<file path="config.mk">
export PLATFORM = sky130hd
export DESIGN_NAME = dmem_bus_if
export DESIGN_NICKNAME = d
export VERILOG_FILES = /design/src/rtl/dmem_bus_if_pkg.sv /design/src/rtl/dmem_wdog.sv /design/src/rtl/dmem_bus_if.sv
export SDC_FILE = /design/constraint.sdc
export NUM_CORES = 1
export LEC_CHECK = 0
export CAP_MARGIN = 20
export CORE_ASPECT_RATIO = 0.8
export CORE_MARGIN = 2
export CORE_UTILIZATION = 43
export CTS_CLUSTER_DIAMETER = 30
export DETAILED_ROUTE_END_ITERATION = 8
export GPL_TIMING_DRIVEN = 0
export PLACE_DENSITY = 0.86
export SYNTH_ARGS = -nofsm -noshare
export SYNTH_HDL_FRONTEND = slang
export SYNTH_SLANG_ARGS = --single-unit
</file>
<file path="constraint.sdc">
create_clock -name clk -period 5 [get_ports clk]
set_clock_uncertainty 0.15 [all_clocks]
set_input_delay 1.25 -clock clk [delete_from_list [all_inputs] [get_ports clk]]
set_output_delay 1.25 -clock clk [all_outputs]
set_load 0.03 [all_outputs]
</file>
<file path="src/rtl/dmem_bus_if_pkg.sv">
// dmem_bus_if shared types: FSM state encoding,
// default bus timeout and byte-enable helper.
package dmem_bus_if_pkg;

  typedef enum logic [1:0] {
    DMEMIF_IDLE = 2'd0,
    DMEMIF_BUSY = 2'd1,
    DMEMIF_DONE = 2'd2
  } dmemif_state_e;

  localparam int DMEM_TIMEOUT = 255;
  localparam logic [3:0] BE_WORD = 4'b1111;

  function automatic logic [3:0] bus_be(
    input logic       we,
    input logic [3:0] amp
  );
    return we ? amp : BE_WORD;
  endfunction

endpackage

</file>
<file path="src/rtl/dmem_wdog.sv">
// dmem_wdog: BUSY-cycle watchdog counter; expired flags
// the cycle in which the LIMIT-th un-acked cycle ends.
module dmem_wdog #(
  parameter int LIMIT = 255
) (
  input  logic clk,
  input  logic reset,
  input  logic i_clr,
  input  logic i_en,
  output logic o_expired
);

  localparam int W = $clog2(LIMIT + 1);

  logic [W-1:0] r_cnt;

  // count un-acked BUSY cycles, restart on each new transaction
  always_ff @(posedge clk or negedge reset) begin
    if (!reset) begin
      r_cnt <= '0;
    end else if (i_clr) begin
      r_cnt <= '0;
    end else if (i_en) begin
      r_cnt <= r_cnt + 1'b1;
    end
  end

  assign o_expired = i_en && (r_cnt == W'(LIMIT - 1));

endmodule

</file>
<file path="src/rtl/dmem_bus_if.sv">
// dmem_bus_if: MEM-stage valid/ack data-memory bus master.
// Optional bus timeout enabled by defining DMEM_TIMEOUT_EN.
module dmem_bus_if
  import dmem_bus_if_pkg::*;
#(
  parameter int XLEN      = 32,
  parameter int ADDR_SIZE = 32,
  parameter int TIMEOUT   = DMEM_TIMEOUT
) (
  input  logic                 clk,
  input  logic                 reset,
  input  logic                 req_valid,
  input  logic                 req_we,
  input  logic [ADDR_SIZE-1:0] req_addr,
  input  logic [XLEN-1:0]      req_wdata,
  input  logic [3:0]           req_amp,
  output logic                 stall,
  output logic [XLEN-1:0]      rdata,
  output logic                 rdata_valid,
  output logic                 bus_err,
  output logic                 mem_req,
  output logic                 mem_we,
  output logic [ADDR_SIZE-1:0] mem_addr,
  output logic [XLEN-1:0]      mem_wdata,
  output logic [3:0]           mem_be,
  input  logic                 mem_ack,
  input  logic [XLEN-1:0]      mem_rdata
);

  dmemif_state_e r_state;
  dmemif_state_e w_next;

  logic                 r_req;
  logic                 r_we;
  logic [ADDR_SIZE-1:0] r_addr;
  logic [XLEN-1:0]      r_wdata;
  logic [3:0]           r_be;
  logic [XLEN-1:0]      r_rdata;

  logic w_accept;
  logic w_ack;
  logic w_tmo;
  logic w_unused_lsb;

  assign w_accept = (r_state == DMEMIF_IDLE) && req_valid;
  assign w_ack    = (r_state == DMEMIF_BUSY) && mem_ack;
  assign w_unused_lsb = ^req_addr[1:0];

`ifdef DMEM_TIMEOUT_EN
  logic r_bus_err;

  dmem_wdog #(
    .LIMIT(TIMEOUT)
  ) u_wdog (
    .clk      (clk),
    .reset    (reset),
    .i_clr    (w_accept),
    .i_en     ((r_state == DMEMIF_BUSY) && !mem_ack),
    .o_expired(w_tmo)
  );

  // one-cycle error pulse coincides with the DONE cycle
  always_ff @(posedge clk or negedge reset) begin
    if (!reset) begin
      r_bus_err <= 1'b0;
    end else begin
      r_bus_err <= w_tmo;
    end
  end

  assign bus_err = r_bus_err;
`else
  logic w_unused_cfg;

  assign w_tmo        = 1'b0;
  assign bus_err      = 1'b0;
  assign w_unused_cfg = (TIMEOUT != 0);
`endif

  // next-state: accept in IDLE, wait for ack/timeout, one DONE cycle
  always_comb begin
    w_next = r_state;
    unique case (r_state)
      DMEMIF_IDLE: if (req_valid) w_next = DMEMIF_BUSY;
      DMEMIF_BUSY: if (w_ack || w_tmo) w_next = DMEMIF_DONE;
      DMEMIF_DONE: w_next = DMEMIF_IDLE;
      default:     w_next = DMEMIF_IDLE;
    endcase
  end

  // state register
  always_ff @(posedge clk or negedge reset) begin
    if (!reset) begin
      r_state <= DMEMIF_IDLE;
    end else begin
      r_state <= w_next;
    end
  end

  // bus outputs held from accept until ack; read word captured on ack
  always_ff @(posedge clk or negedge reset) begin
    if (!reset) begin
      r_req   <= 1'b0;
      r_we    <= 1'b0;
      r_addr  <= '0;
      r_wdata <= '0;
      r_be    <= '0;
      r_rdata <= '0;
    end else if (w_accept) begin
      r_req   <= 1'b1;
      r_we    <= req_we;
      r_addr  <= {req_addr[ADDR_SIZE-1:2], 2'b00};
      r_wdata <= req_wdata;
      r_be    <= bus_be(req_we, req_amp);
    end else if (w_ack) begin
      r_req <= 1'b0;
      if (!r_we) r_rdata <= mem_rdata;
    end else if (w_tmo) begin
      r_req   <= 1'b0;
      r_rdata <= '0;
    end
  end

  assign stall       = req_valid && (r_state != DMEMIF_DONE);
  assign rdata_valid = (r_state == DMEMIF_DONE) && !r_we && req_valid;
  assign rdata       = r_rdata;
  assign mem_req     = r_req;
  assign mem_we      = r_we;
  assign mem_addr    = r_addr;
  assign mem_wdata   = r_wdata;
  assign mem_be      = r_be;

endmodule

</file>
==> reports/qor.csv <==
stage,metric,value,unit
critical_path,kind of cell adding the most delay to the critical path,buffers and inverters,
drt,WL per Instance,16.7,µm
drt,max layer used,met4,
timing,f_max,0.240,GHz
drt,vias,2745,
timing,Hold Fails Final Rpt,0,
run,max-cap viol count,0,
yosys,mapped cell area,0.00402,mm²
drt,WL met3,846,µm
critical_path,Required @ worst endpoint,3.60,ns
cts,Hold Buf Count CTS,0,
grt,initial antenna violation count,0,
drt,Metal-1 WL,3.82,mm
floorplan,die width,112,µm
timing,worst slew pin tran,0.547,ns
yosys,Mean Syn Cell Area,17.0,µm²
final_layout,most frequent cells in the layout,"clkdlybuf4s50_1 (203), dfrtp_1 (102), mux2_2 (65), mux2_4 (30), buf_4 (10)",
place,DP Worst Slack,0.811,ns
drt,Post-Route WL,9.60,mm
grt,maximum number of pins on one net before global-route repair,63,
cts,CTS Buffer Depth,2,
grt,GRT Util Overall,19.3,%
cts,total CTS buffers,9,
critical_path,Critical Path Max Stage Delay,0.74,ns
timing,Final WS setup,0.826,ns
final_layout,"Core Util, Final",72.1,%
yosys,asr flop ratio synth,100,%
critical_path,crit path kind,primary input to output pin,
cts,postcts setup bufs,0,
critical_path,critical path's slowest cell,clkdlybuf4s50_1,
cts,Resized Gates After CTS,0,
final_layout,FF/Latch Area,0.00255,mm²
yosys,cell taking the most area after synthesis,dfrtp_1,
floorplan,core area,0.00908,mm²
floorplan,Initial Util,44.3,%
cts,Num Clock Sinks,102,
cts,worst skew pair latency,0.33,ns
timing,RSZ-0062 raised after global routing,false,
cts,clk root buf,clkbuf_16,
cts,CTS clock-pin slew for the worst setup and hold paths,0.06,ns
final_layout,Synth-to-Final Area Change,62.7,%
yosys,number of synthesized register bits,102,
drt,drt initial violations,96,
timing,Rel. slew slack,63.5,%
drt,vias per inst,4.77,
status,status,finished clean,
grt,grt total ovfl,0,
timing,Final Cycle Share,83.5,%
place,GPL Wtd Cong,0.779,
drt,Routed Antenna Nets,0,
yosys,"EDFF count, synth",0,
final_layout,post-route insts no fill,575,
timing,final hold slack,0.355,ns
yosys,top post-synthesis cells by area,"dfrtp_1 (63%), mux2_2 (18%), mux2_4 (11%), buf_4 (1.7%), buf_12 (1.5%)",
critical_path,"Max FO, Critical Path",5,
final_layout,layout cells sized above 1,27.6,%
place,DP HPWL,7.32,mm
yosys,Cells after Synth,237,
drt,metal2 WL,4.75,mm
yosys,sequential share of the synthesized area,63.5,%
critical_path,WP buf/inv,2,
power,Static Leak,2.76,nW
yosys,share of the synthesized area in the top cell type,63.5,%
final_layout,diodes inserted,0,
floorplan,Die Footprint,0.0101,mm²
floorplan,row cnt,31,
cts,H-tree depth,3,
final_layout,fin nets,560,
grt,vias in the first global route,2887,
drt,drt pass-1 iters,4,
floorplan,Die Span Y,90.5,µm
place,number of buffers added on ports,204,
power,Tot Pwr,0.00469,W
yosys,total of warnings raised by yosys,0,
timing,fin crit period,4.17,ns
critical_path,crit path DAT,2.77,ns
power,Worst IR Drop VDD,406,µV
critical_path,CP most frequent cell,clkdlybuf4s50_1,
floorplan,IO Pins,210,
final_layout,Fill cells,623,
min_path,worst hold path type,register to register,
yosys,"Primary FF master, synth",dfrtp_1,
timing,Pins Over Slew Limit,0,
yosys,synth unique cells,19,
timing,final setup vio count,0,
critical_path,Critical Path Start Type,primary input,
place,cell total after placement,559,
final_layout,"commonest non-fill, non-tap cell in the layout",clkdlybuf4s50_1,
critical_path,"Cell Chain, Critical Path",clkdlybuf4s50_1 > nor4b_1 > clkdlybuf4s50_1,
critical_path,crit end category,output pin,
cts,TritonCTS clock tree,built,
drt,DRC,0,
final_layout,Multi-input gate area,0.00131,mm²
grt,global-route wire length before repair,15.3,mm
power,power per cell area,717,mW/mm²
## power breakdown
| part | internal, W | switching [W] |
|---|---|---|
| clock network | 0.000415 | 0.000277 |
| logic | 0.00124 | 0.00129 |
| registers | 0.00124 | 0.000232 |
| total | 0.00289 | 0.00179 |
## metrics by stage
step           setup TNS, ns  cell area [µm²]
2_1_floorplan              0             4030
3_3_place_gp         -117.01             6220
3_5_place_dp               0             6240
4_1_cts                    0             6540
5_1_grt                    0             6540
6_report                   0             6540
## registers in the layout, indices dropped and copies added (netlist names)
register	cells
mem_addr	30
rdata	32
mem_wdata	32
mem_req	1
r_state	2
mem_we	1
mem_be	4
## cell families (layout without fill, tap and decap cells)
group           after synthesis  in the layout  synth area share, %
flops                       102            102                 63.5
other cells                   1              3               0.0932
buf+inv                      21            242                 4.26
compound gates                9              9                 1.37
mux                          95             95                 29.4
simple gates                  9              9                 1.43
## final cells by class
cell class | count | share of cell area [%]
Buffer | 15 | 2.28
Clock buffer | 13 | 3.98
Clock inverter | 3 | 0.650
Inverter | 6 | 0.344
Multi-Input combinational cell | 116 | 20.0
Sequential cell | 102 | 39.0
Tap cell | 115 | 2.20
Timing Repair Buffer | 205 | 31.6
## synthesized netlist by cell type (2+ instances only)
library cell	n
buf_12	3
dfrtp_1	102
a31oi_1	4
mux2_4	30
mux2_2	65
inv_1	6
nor2_1	5
o21ai_0	2
buf_4	9
buf_2	2
## per-layer routing
layer  vias up  GRT usage [%]
li1       1250              -
met1      1352           23.3
met2       126           32.1
met3        17           7.32
met4         0           6.40
met5         -              0
## worst register-to-register path, stage by stage, from the launching register on
cell and delay [ns]:
dfrtp_1 0.44, nor3b_1 0.20, buf_2 0.25, buf_4 0.23
mux2_2 0.36
## worst paths after layout
kind / from / end / slack, ns / depth (start not counted)
max in group asynchronous: reset / mem_addr[14]$_DFFE_PN0P_ / 3.27 / 2
min reg2reg: mem_addr[7]$_DFFE_PN0P_ / mem_addr[7]$_DFFE_PN0P_ / 0.36 / 1
max: req_valid / rdata_valid / 0.83 / 3
max reg2reg: r_state[0]$_DFFE_PN0P_ / mem_wdata[3]$_DFFE_PN0P_ / 3.25 / 4
min in group asynchronous: reset / rdata[10]$_DFFE_PN0P_ / 0.75 / 1
min: mem_addr[7]$_DFFE_PN0P_ / mem_addr[7]$_DFFE_PN0P_ / 0.36 / 1
(Power assumes the default switching activity.)
